===== config.mk =====
export PLATFORM = sky130hd
export DESIGN_NAME = delay_var_line
export DESIGN_NICKNAME = d
export VERILOG_FILES = /design/src/rtl/delay_var_line.sv
export SDC_FILE = /design/constraint.sdc
export NUM_CORES = 1
export LEC_CHECK = 0
export ABC_AREA = 1
export BUFFER_PORTS_ARGS = -buffer_cell sky130_fd_sc_hd__buf_2
export CAP_MARGIN = 25
export CORE_ASPECT_RATIO = 0.9
export CORE_UTILIZATION = 55
export CTS_CLUSTER_DIAMETER = 60
export DETAILED_ROUTE_END_ITERATION = 16
export MAX_ROUTING_LAYER = met4
export PLACE_DENSITY = 0.83
export SETUP_SLACK_MARGIN = 0.2
export SLEW_MARGIN = 30
export SYNTH_ARGS = -nofsm -noshare
export SYNTH_HDL_FRONTEND = slang
export SYNTH_SLANG_ARGS = --single-unit

===== constraint.sdc =====
create_clock -name clk -period 3.4 [get_ports clk]
set_input_delay 0 -clock clk [delete_from_list [all_inputs] [get_ports clk]]
set_output_delay 0 -clock clk [all_outputs]
set_load 0.03 [all_outputs]

===== src/rtl/delay_var_line.sv =====
// delay_var_line: stallable delay line whose depth is set at run time.
// A valid bit travels with every word, and an occupancy count tracks the
// valid words inside the active window so controllers can drain the line
// before they reconfigure it.
// Optional feature macro: DELAY_VAR_LINE_OUTREG_EN adds an output register
// stage after the tap. That register counts as one extra stage of latency
// and of occupancy.
module delay_var_line #(
  parameter int SIG_DATA_WIDTH = 16,
  parameter int MAX_DELAY      = 16,
`ifdef DELAY_VAR_LINE_OUTREG_EN
  localparam int DSEL_W        = $clog2(MAX_DELAY + 2)
`else
  localparam int DSEL_W        = $clog2(MAX_DELAY + 1)
`endif
) (
  input  logic                      clk,
  input  logic                      reset,
  input  logic                      en,
  input  logic                      cfg_load,
  input  logic [DSEL_W-1:0]         delay_sel,
  input  logic                      Valid_In,
  input  logic [SIG_DATA_WIDTH-1:0] Data_In,
  output logic                      Valid_Out,
  output logic [SIG_DATA_WIDTH-1:0] Data_Out,
  output logic [DSEL_W-1:0]         occupancy,
  output logic                      busy
);

  // The tap is stored as act_dly-1, so it indexes the arrays directly.
  localparam int IDX_W = $clog2(MAX_DELAY);

  logic [SIG_DATA_WIDTH-1:0] r_d [MAX_DELAY];
  logic [MAX_DELAY-1:0]      r_v;
  logic [IDX_W-1:0]          r_tap;
  logic [DSEL_W-1:0]         r_occ;

  logic                      w_tap_v;
  logic [SIG_DATA_WIDTH-1:0] w_tap_d;
  logic                      w_exit;

  // Map a requested delay onto a tap index. A request of 0 selects 1 stage,
  // and any request above MAX_DELAY selects MAX_DELAY stages.
  function automatic logic [IDX_W-1:0] clamp_tap(input logic [DSEL_W-1:0] sel);
    logic [DSEL_W-1:0] dec;
    dec = sel - DSEL_W'(1);
    if (sel == '0) return '0;
    if (sel > DSEL_W'(MAX_DELAY)) return IDX_W'(MAX_DELAY - 1);
    return IDX_W'(dec);
  endfunction

  assign w_tap_v = r_v[r_tap];
  assign w_tap_d = r_d[r_tap];

  // Data shift array. A reconfiguration keeps the stored words, because the
  // cleared valid bits already mark them as stale.
  always_ff @(posedge clk or negedge reset) begin
    if (!reset) begin
      for (int i = 0; i < MAX_DELAY; i++) r_d[i] <= '0;
    end else if (en && !cfg_load) begin
      r_d[0] <= Data_In;
      for (int i = 1; i < MAX_DELAY; i++) r_d[i] <= r_d[i-1];
    end
  end

  // Valid shift array, active tap and occupancy. cfg_load flushes the line
  // and takes priority over en.
  always_ff @(posedge clk or negedge reset) begin
    if (!reset) begin
      r_v   <= '0;
      r_tap <= IDX_W'(MAX_DELAY - 1);
      r_occ <= '0;
    end else if (cfg_load) begin
      r_v   <= '0;
      r_tap <= clamp_tap(delay_sel);
      r_occ <= '0;
    end else if (en) begin
      r_v   <= {r_v[MAX_DELAY-2:0], Valid_In};
      r_occ <= r_occ + DSEL_W'(Valid_In) - DSEL_W'(w_exit);
    end
  end

`ifdef DELAY_VAR_LINE_OUTREG_EN
  logic                      r_vout;
  logic [SIG_DATA_WIDTH-1:0] r_dout;

  // Output register stage. A word leaves the occupancy window when it leaves
  // this register, not when it leaves the tap.
  always_ff @(posedge clk or negedge reset) begin
    if (!reset) begin
      r_vout <= 1'b0;
      r_dout <= '0;
    end else if (cfg_load) begin
      r_vout <= 1'b0;
    end else if (en) begin
      r_vout <= w_tap_v;
      r_dout <= w_tap_d;
    end
  end

  assign w_exit    = r_vout;
  assign Valid_Out = r_vout;
  assign Data_Out  = r_dout;
`else
  assign w_exit    = w_tap_v;
  assign Valid_Out = w_tap_v;
  assign Data_Out  = w_tap_d;
`endif

  assign occupancy = r_occ;
  assign busy      = |r_occ;

endmodule


==> impl_metrics.json, run 1 <==
{
  "clock_sinks": 281,
  "min_path_type": "in2reg",
  "endpoint_kind": "output pin",
  "clockRootBuffer": "clkbuf_16",
  "use_met1": 0.330,
  "grt_pass1_wl_um": 50800,
  "worstHoldPathCells": 7,
  "drive_above_1_share": 0.0646,
  "final_hold_viol_count": 0,
  "synthAdderAreaFrac": 0.00781,
  "drt-vias-per-instance": 5.23,
  "antenna_cells": 0,
  "grt_overflow_total": 0,
  "final_nets": 1843,
  "slew_headroom": 0.388,
  "clock.fmax_ghz": 0.350,
  "syn_to_final_growth_pct": 9.59,
  "die_h_um": 152,
  "rsz0062_at_grt": "no",
  "ir_drop_mv": 0.484,
  "post_cts_buffers": 0,
  "cts_made_buffers": 27,
  "die_width_um": 169,
  "synth_area_per_cell_um2": 7.67,
  "finalClockSkew_ns": 0.00748,
  "grt_usage": 0.246,
  "critPathRequiredTime_ns": 3.40,
  "io_buffers": 48,
  "htree_levels": 1,
  "r2r_cells": 16,
  "crit_path_end": "Data_Out[5]",
  "hpwlAfterDp_um": 17100,
  "syn-num-nets": 1830,
  "finalMaxSlewViolations": 0,
  "synth_compound_area_frac": 0.106,
  "p_leak_nw": 7.50,
  "dr_total_vias": 11326,
  "synth_xor_area_frac": 0.00127,
  "dr.pass1.iters": 5,
  "busiest_layer": "met2",
  "synth-simple-area-share": 0.244,
  "die_area_um2": 25700,
  "hold_start": "delay_sel[2]",
  "r2r_slack_ns": 0.57,
  "antenna_found_initial": 0,
  "maxCapViolCount": 0,
  "synth_seq_area_share": 0.511,
  "grtUsageMet3": 0.0379,
  "clkLatencyLatePin_ns": 0.53,
  "pin_count": 49,
  "status": "complete, no violations",
  "use_met2": 0.394,
  "fin_hold_ws_ns": 0.0496,
  "postCtsResizedCells": 0,
  "grt_pass1_vias": 10919,
  "r2r_start": "r_tap[0]$_DFFE_PN1P_",
  "place_area_um2": 13900,
  "core_area_um2": 24400,
  "power.density_nw_per_um2": 612,
  "dp_cells": 2085,
  "crit_fanout": 68,
  "cp-startpoint": "r_tap[0]$_DFFE_PN1P_",
  "path_clk_slew_ns": 0.06,
  "cts_tree": "built",
  "min_period_over_period": 0.841,
  "fin_area_um2": 15100,
  "synth_top_family_by_area": "simple AND/OR/NAND/NOR gates",
  "wl_per_cell_um": 13.8,
  "utilization": 0.619,
  "grt_max_degree": 261,
  "synth_seq_cells": 281,
  "reg2reg_to": "occupancy[4]$_DFFE_PN0P_",
  "yosys_warnings": 0,
  "finalNonFillerCells": 2164,
  "min_period_ns": 2.86,
  "drt_iter0_drc": 1344,
  "yosysUniqueCellTypes": 22,
  "setup.worst_path.start_class": "flop",
  "synth_area_um2": 13800,
  "initial_utilization": 0.565,
  "netlist_instances": 1796,
  "gp_congestion": 0.847,
  "cp.arrival_ns": 2.86,
  "synthMuxAreaShare": 0,
  "tightest_slew_ns": 0.917,
  "drt_wl_total_um": 30000,
  "fin_tns_setup_ns": 0,
  "ant_nets": 0,
  "route.detailed.drc": 0,
  "cts_buffer_depth": 3,
  "row_count": 54,
  "setup_viol": 0,
  "critical_path_class": "reg2out"
}
## Yosys cell counts
library cell,n,area [um^2]
nand2_1,557,2090
dfrtp_1,277,6930
xor2_1,2,17.5
nand3_1,246,1230
dfstp_2,4,105
o22ai_1,18,113
o21ai_0,128,641
nor2_1,3,11.3
buf_6,23,259
inv_1,289,1080
ha_1,7,87.6
nor2_4,1,11.3
fa_1,1,20.0
clkbuf_1,35,131
a21oi_1,6,30.0
buf_2,43,215
clkinv_1,2,7.51
nand4_1,2,12.5
inv_2,3,11.3
o21ai_1,136,681
buf_4,10,75.1
buf_1,3,11.3
## critical path, stage by stage (launching register included)
cell and delay, ns:
dfstp_4 0.54, inv_4 0.28, buf_4 0.68, nand2_1 0.11, nand3_1 0.10, nand3_1 0.09
nand3_1 0.17, nand2_1 0.11, buf_2 0.19
## logic make-up after synthesis
kind of cell	Yosys count
and+or+nand+nor	809
buffers and inverters	408
AOI/OAI and AO/OA	288
DFF	281
adders and majority gates	8
xor gates and xnor gates	2
## cells in the final DEF (no fill, tap or decap), types with 3 or more instances in the layout
cell type      synthesis  routed
nor2_1                 3       3
nand3_1              246     246
o21ai_1              136     136
clkinv_2               0       8
dlygate4sd3_1          0      30
a21oi_1                6       6
dfrtp_1              277     277
buf_12                 0       3
clkbuf_8               0       6
dfstp_2                4       3
buf_2                 43      47
inv_2                  3       3
o21ai_0              128     128
o22ai_1               18      18
inv_1                289     288
clkbuf_1              35       7
ha_1                   7       7
nand2_1              557     557
clkbuf_16              0      27
buf_4                 10      15
## area by class of cell
cell class	instances	area [um^2]
repair buffers	98	762
clock inverters	8	40.0
clock buffers	40	785
inverters	294	1110
flip-flops and latches	281	7040
well taps	336	420
fillers	1979	9290
multi-input cells	1107	4950
## stage by stage
| step | power [mW] | setup WS (ns) |
|---|---|---|
| finish | 9.25 | 0.541 |
| global route | 9.80 | 0.330 |
| CTS | 9.29 | 0.508 |
| detailed placement | 6.40 | 0.626 |
| global placement | 6.31 | 0.725 |
| floorplan | 5.85 | 0.554 |
## how the worst min path moves through the flow
stage                                to  slack, ns
3_5_place_dp        r_d[51]$_DFFE_PN0P_       0.05
3_3_place_gp        r_d[35]$_DFFE_PN0P_       0.05
5_1_grt             r_d[35]$_DFFE_PN0P_       0.12
6_report           r_tap[3]$_DFFE_PN1P_       0.05
2_1_floorplan  occupancy[0]$_DFFE_PN0P_      -0.30
4_1_cts            r_tap[3]$_DFFE_PN1P_       0.03
## power breakdown
group	switching (mW)	internal (mW)
Clock	1.24	1.59
Combinational	1.44	0.719
Sequential	0.325	3.93
## layer usage
| layer | wire length (um) | part of all wire |
|---|---|---|
| met5 | 0 | 0 |
| met4 | 619 | 0.021 |
| met3 | 1730 | 0.058 |
| met2 | 13900 | 0.47 |
| met1 | 13700 | 0.46 |
## flip-flops by register name (all words and copies together) (netlist names)
name	cells
r_tap	4
r_d	256
r_v	16
occupancy	5
## repair_timing
item / CTS / global route
endpoints found under the hold margin: 106 / 0
hold buffers: 30 / 0
endpoints found under the setup margin: 0 / 0
No activity file was read; power rests on OpenSTA's default activity.
==> run 2, diff against run 1 <==
ABC_AREA = 0   (was 1)
clock period = 2.9 ns   (was 3.4 ns; I/O delays follow)
==> run 2 against run 1 <==
Worst setup slack lost 0.90 ns. Largest cell class unchanged. Clock-buffer cell count fell by 1. Sequential share of layout area shrank 0.20 points. Synthesized cell count fell by 55%. Cell area increased by 0.42%. Flip-flop and latch count unchanged. Routed wire length decreased by 18%. The flow now finishes with violations (negative setup slack). Synthesized area decreased by 6.5%. Clock skew increased by 0.0017 ns.
==> impl_metrics.json, run 2 <==
{
  "p_leak_nw": 6.81,
  "die_width_um": 163,
  "comb_power_share": 0.280,
  "finalMaxSlewViolations": 0,
  "final_nets": 935,
  "fin_area_um2": 15200,
  "power.internal_mw": 10.1,
  "layout_common_cells": "dfrtp_1, mux2_2, mux4_2",
  "synth_area_per_cell_um2": 15.9,
  "grt_max_degree": 85,
  "cts_tree": "built",
  "synth_area_um2": 12900,
  "syn-num-nets": 845,
  "critPathRequiredTime_ns": 3.30,
  "critical_path_class": "reg2reg",
  "ant_nets": 0,
  "gp_congestion": 0.760,
  "yosys_warnings": 0,
  "wl_met2_um": 12300,
  "dr_total_vias": 7086,
  "synth_area_leaders": "dfrtp_1, mux2_2, mux4_2",
  "synth_commonest_cells": "dfrtp_1, mux2_2, mux4_2",
  "setup.worst_path.start_class": "flop",
  "min_period_over_period": 1.12,
  "top_register": "r_d",
  "drt_iter0_drc": 393,
  "htree_levels": 1,
  "cts_made_buffers": 27,
  "yosysMostFrequentCell": "dfrtp_1",
  "highest_layer": "met4",
  "route.detailed.drc": 0,
  "finalNonFillerCells": 1218,
  "pin_count": 49,
  "met3WireLength_um": 849,
  "r2r_start": "r_tap[0]$_DFFE_PN1P_",
  "initial_utilization": 0.567,
  "cp-startpoint": "r_tap[0]$_DFFE_PN1P_",
  "grt_usage": 0.211,
  "synth_area_leader_cell": "dfrtp_1",
  "cp.arrival_ns": 3.66,
  "p_seq_frac": 0.463,
  "dp_cells": 1122,
  "tightest_slew_ns": 0.778,
  "min_path_type": "in2async",
  "synth_seq_cells": 281,
  "ir_drop_mv": 0.622,
  "synth_edf_count": 0,
  "fin_tns_setup_ns": -0.686,
  "swShare": 0.289,
  "synth_compound_area_frac": 0.0291,
  "dr.pass1.iters": 4,
  "synth_seq_area_share": 0.546,
  "antenna_cells": 0,
  "place_area_um2": 13500,
  "power.density_nw_per_um2": 933,
  "slew_headroom": 0.482,
  "synthMuxAreaShare": 0.361,
  "yosysUniqueCellTypes": 33,
  "setup_viol": 2,
  "die_h_um": 147,
  "async_flop_share": 1.00,
  "synth-simple-area-share": 0.0188,
  "grt_pass1_vias": 7484,
  "wl_per_cell_um": 20.1,
  "crit_fanout": 6,
  "grt_pass1_wl_um": 39000,
  "synth_top_family_by_area": "multiplexers",
  "final_hold_viol_count": 0,
  "finalPower_mw": 14.1,
  "min_period_ns": 3.26,
  "synth_xor_area_frac": 0.00136,
  "row_count": 52,
  "core_area_um2": 22700,
  "fin_hold_ws_ns": 0.0547,
  "cts_buffer_depth": 3,
  "wl_met1_um": 11000,
  "io_buffers": 48,
  "drt_wl_total_um": 24500,
  "clockRootBuffer": "clkbuf_16",
  "synthFlopType": "dfrtp_1",
  "post-synth-top-area-fraction": 0.538,
  "violations": "negative setup slack",
  "clkLatencyLatePin_ns": 0.52,
  "syn_to_final_growth_pct": 17.8,
  "maxCapViolCount": 0,
  "drt-vias-per-instance": 5.82,
  "grt_overflow_total": 0,
  "drive_above_1_share": 0.559,
  "netlist_instances": 811,
  "clock_sinks": 281,
  "rsz0062_at_grt": "yes",
  "clkPwrFrac": 0.258,
  "hpwlAfterDp_um": 13600,
  "largest_reg_flops": 256,
  "layout_setup_ws_ns": -0.356,
  "clock.fmax_ghz": 0.307,
  "status": "finished with violations",
  "path_clk_slew_ns": 0.07,
  "finalClockSkew_ns": 0.00919,
  "p_switching_mw": 4.09,
  "die_area_um2": 24000,
  "antenna_found_initial": 0,
  "endpoint_kind": "flop",
  "final_common_cell": "dfrtp_1",
  "synthAdderAreaFrac": 0.00991
}
## run 2: cell count changes after synthesis, sizes merged, moves of 5 or more
cell	previous run	this run
a22oi	0	34
buf	79	44
clkbuf	35	13
inv	292	12
mux2	0	259
mux2i	0	19
mux4	0	68
nand2	557	19
nand2b	0	5
nand3	246	1
nor2	4	27
o21ai	264	2
o22ai	18	1
## run 2: power by group through the flow
stage | registers (mW) | logic [mW] | clock network, mW
floorplan | 6.18 | 2.94 | 0
global route | 6.77 | 4.25 | 3.87
finish | 6.54 | 3.96 | 3.65
global placement | 6.46 | 3.45 | 0
CTS | 6.52 | 3.70 | 3.72
detailed placement | 6.56 | 3.57 | 0
## run 2: routing by layer
layer  global-route usage  up-vias
li1                     -     3190
met3               0.0336       36
met4               0.0444        0
met5                    -        -
met1                0.286     3749
met2                0.338      111
## run 2: logic make-up after synthesis
| group | after synthesis |
|---|---|
| AND/OR/NAND/NOR | 57 |
| AO/OA/AOI/OAI | 46 |
| buffers and inverters | 69 |
| XOR/XNOR | 2 |
| flip-flops | 281 |
| adder cells (fa/ha/maj) | 10 |
| multiplexers | 346 |
## run 2: path summary, 6_finish.rpt
path / slack, ns / to / cells past startpoint
max: -0.36 / occupancy[2]$_DFFE_PN0P_ / 16
min: 0.05 / occupancy[3]$_DFFE_PN0P_ / 2
max reg2reg: -0.36 / occupancy[2]$_DFFE_PN0P_ / 16
min reg2reg: 0.50 / r_d[0]$_DFFE_PN0P_ / 1
max in group asynchronous: 1.99 / r_d[114]$_DFFE_PN0P_ / 3
min in group clk: 0.06 / r_tap[0]$_DFFE_PN1P_ / 4
## run 2: metrics by stage
stage                      util  worst slack [ns]
after CTS                 0.653            -0.343
final                     0.668            -0.356
after detailed placement  0.592            -0.334
after global placement    0.592            -0.284
after floorplan               -            -0.438
after global routing      0.668            -0.462
## run 2: layout make-up
type	count	area, um^2
Clock buffer	39	801
Clock inverter	10	128
Fill cell	1510	7540
Inverter	12	47.5
Multi-Input combinational cell	461	5580
Sequential cell	281	7040
Tap cell	297	372
Timing Repair Buffer	118	1200
## run 2: timing repair
item,in CTS,in global routing
setup endpoints to repair,17,18
endpoints found under the hold margin,120,0
gates resized for setup,11,74
gates cloned,2,3
setup buffers,9,7
pin swaps,6,40
hold buffers,26,0
## run 2: worst max-delay path, stage by stage (launching register included)
cell and delay (ns):
dfstp_4 0.67, mux4_2 0.52, a22oi_2 0.22, nand2_4 0.08
ha_4 0.23, inv_4 0.06, ha_4 0.13, inv_2 0.04
fa_2 0.33, buf_4 0.15, buf_6 0.10, buf_6 0.10
buf_6 0.10, buf_6 0.11, xnor2_2 0.12, mux2i_1 0.13
nor2_1 0.06
==> run 3, diff against run 2 <==
RECOVER_POWER = 25   (was unset)
==> run 3 against run 2 <==
Worst setup slack lost 0.0014 ns. Largest power group unchanged. The flow finishes with violations (max-capacitance violations, max-slew violations, negative setup slack). Sequential share of layout area grew 0.13 points. Global-route usage is the same.
==> impl_metrics.json, run 3 (synthesis results as in run 2) <==
{
  "hpwlAfterDp_um": 13600,
  "die_width_um": 163,
  "path_clk_slew_ns": 0.07,
  "cts_made_buffers": 27,
  "top_register": "r_d",
  "antenna_found_initial": 0,
  "grt_max_degree": 85,
  "grt_usage": 0.211,
  "drt_iter0_drc": 409,
  "dr.pass1.iters": 4,
  "clock_sinks": 281,
  "cp_slowest_stage_delay_ns": 0.67,
  "finalMaxSlewViolations": 84,
  "rsz0062_at_grt": "yes",
  "critPathRequiredTime_ns": 3.30,
  "route.detailed.drc": 0,
  "drive_above_1_share": 0.557,
  "cts_buffer_depth": 3,
  "min_period_ns": 3.26,
  "drt_wl_total_um": 24500,
  "place_area_um2": 13500,
  "grt_pass1_wl_um": 39000,
  "min_path_type": "in2reg",
  "status": "finished with violations",
  "finalClockSkew_ns": 0.00938,
  "cp.arrival_ns": 3.66,
  "clock.fmax_ghz": 0.307,
  "endpoint_kind": "flop",
  "fin_area_um2": 15100,
  "power.density_nw_per_um2": 935,
  "final_hold_viol_count": 0,
  "io_buffers": 48,
  "clkLatencyLatePin_ns": 0.52,
  "initial_utilization": 0.567,
  "die_area_um2": 24000,
  "largest_reg_flops": 256,
  "fin_tns_setup_ns": -0.690,
  "final_common_cell": "dfrtp_1",
  "clockRootBuffer": "clkbuf_16",
  "final_nets": 935,
  "wl_per_cell_um": 20.1,
  "ir_drop_mv": 0.622,
  "setup.worst_path.start_class": "flop",
  "path_cells": "mux4_2 -> a22oi_2 -> nand2_4 -> ha_4 -> inv_4 -> ha_4 -> inv_2 -> fa_2 -> buf_4 -> buf_6 -> buf_6 -> buf_6 -> buf_6 -> xnor2_2 -> mux2i_1 -> nor2_1",
  "p_leak_nw": 6.79,
  "grt_overflow_total": 0,
  "die_h_um": 147,
  "grt_pass1_vias": 7484,
  "cp_common_cell": "buf_6",
  "core_area_um2": 22700,
  "gp_congestion": 0.760,
  "layout_setup_ws_ns": -0.358,
  "critical_path_class": "reg2reg",
  "syn_to_final_growth_pct": 17.4,
  "slew_headroom": -0.411,
  "layout_common_cells": "dfrtp_1, mux2_2, mux4_2",
  "min_period_over_period": 1.12,
  "crit_family": "adder cells",
  "row_count": 52,
  "pin_count": 49,
  "crit_fanout": 6,
  "worst-path-buf-inv": 7,
  "tightest_slew_ns": 2.12,
  "maxCapViolCount": 1,
  "setup_viol": 2,
  "violations": "max-capacitance violations, max-slew violations, negative setup slack",
  "dr_total_vias": 7078,
  "htree_levels": 1,
  "cpMaxStageDelayCell": "dfstp_4",
  "antenna_cells": 0,
  "finalPower_mw": 14.1,
  "drt-vias-per-instance": 5.81,
  "ant_nets": 0,
  "fin_hold_ws_ns": 0.0573,
  "cts_tree": "built"
}
[run 3: power by group]
group | internal, mW | leakage (nW) | switching, mW
logic | 2.42 | 2.81 | 1.53
registers | 5.45 | 3.52 | 1.09
clock network | 2.18 | 0.461 | 1.47
[run 3: area by class of cell]
cell class                      count  area [um^2]
Multi-Input combinational cell    461         5580
Clock inverter                     10          128
Fill cell                        1519         7590
Sequential cell                   281         7040
Timing Repair Buffer              118         1150
Clock buffer                       39          801
Tap cell                          297          372
Inverter                           12         47.5
[run 3: stage by stage]
step | std cells | util | setup WS (ns)
2_1_floorplan | 811 | - | -0.438
3_3_place_gp | 1121 | 0.592 | -0.284
3_5_place_dp | 1122 | 0.592 | -0.334
4_1_cts | 1208 | 0.653 | -0.343
5_1_grt | 1218 | 0.666 | -0.462
6_report | 1218 | 0.666 | -0.358
[run 3: timing repair]
item,CTS,global route
pin swaps,6,40
setup buffers,9,7
hold endpoints to repair,120,0
gates resized for setup,11,74
hold buffers,26,0
setup endpoints to repair,17,18
gates cloned,2,3
[run 3: worst register-to-register path: cells and delay by family (launching register included)]
kind                     cells  cell delay (ns)
AO/OA/AOI/OAI                1             0.22
adder cells (fa/ha/maj)      3             0.69
XOR/XNOR                     1             0.12
AND/OR/NAND/NOR              2             0.14
buffers and inverters        7             0.66
multiplexers                 2             0.64
flip-flops                   1             0.67
[run 3: path summary, 6_finish.rpt]
check | from | to | slack [ns] | depth (start not counted)
setup / recovery | r_tap[0]$_DFFE_PN1P_ | occupancy[2]$_DFFE_PN0P_ | -0.36 | 16
hold / removal | delay_sel[0] | r_tap[0]$_DFFE_PN1P_ | 0.06 | 4
setup reg to reg | r_tap[0]$_DFFE_PN1P_ | occupancy[2]$_DFFE_PN0P_ | -0.36 | 16
hold reg to reg | r_d[6]$_DFFE_PN0P_ | r_d[6]$_DFFE_PN0P_ | 0.50 | 1
max in group asynchronous | reset | r_d[4]$_DFFE_PN0P_ | 0.36 | 3
min in group asynchronous | reset | occupancy[1]$_DFFE_PN0P_ | 0.61 | 2
[run 3: layer usage]
layer  global-route usage  part of all wire  vias up  wire [um]
met3               0.0336             0.031       37        747
li1                     -                 -     3192          -
met4               0.0444             0.015        0        361
met2                0.338              0.51       94      12400
met1                0.286              0.45     3755      11000
met5                    -                 0        -          0
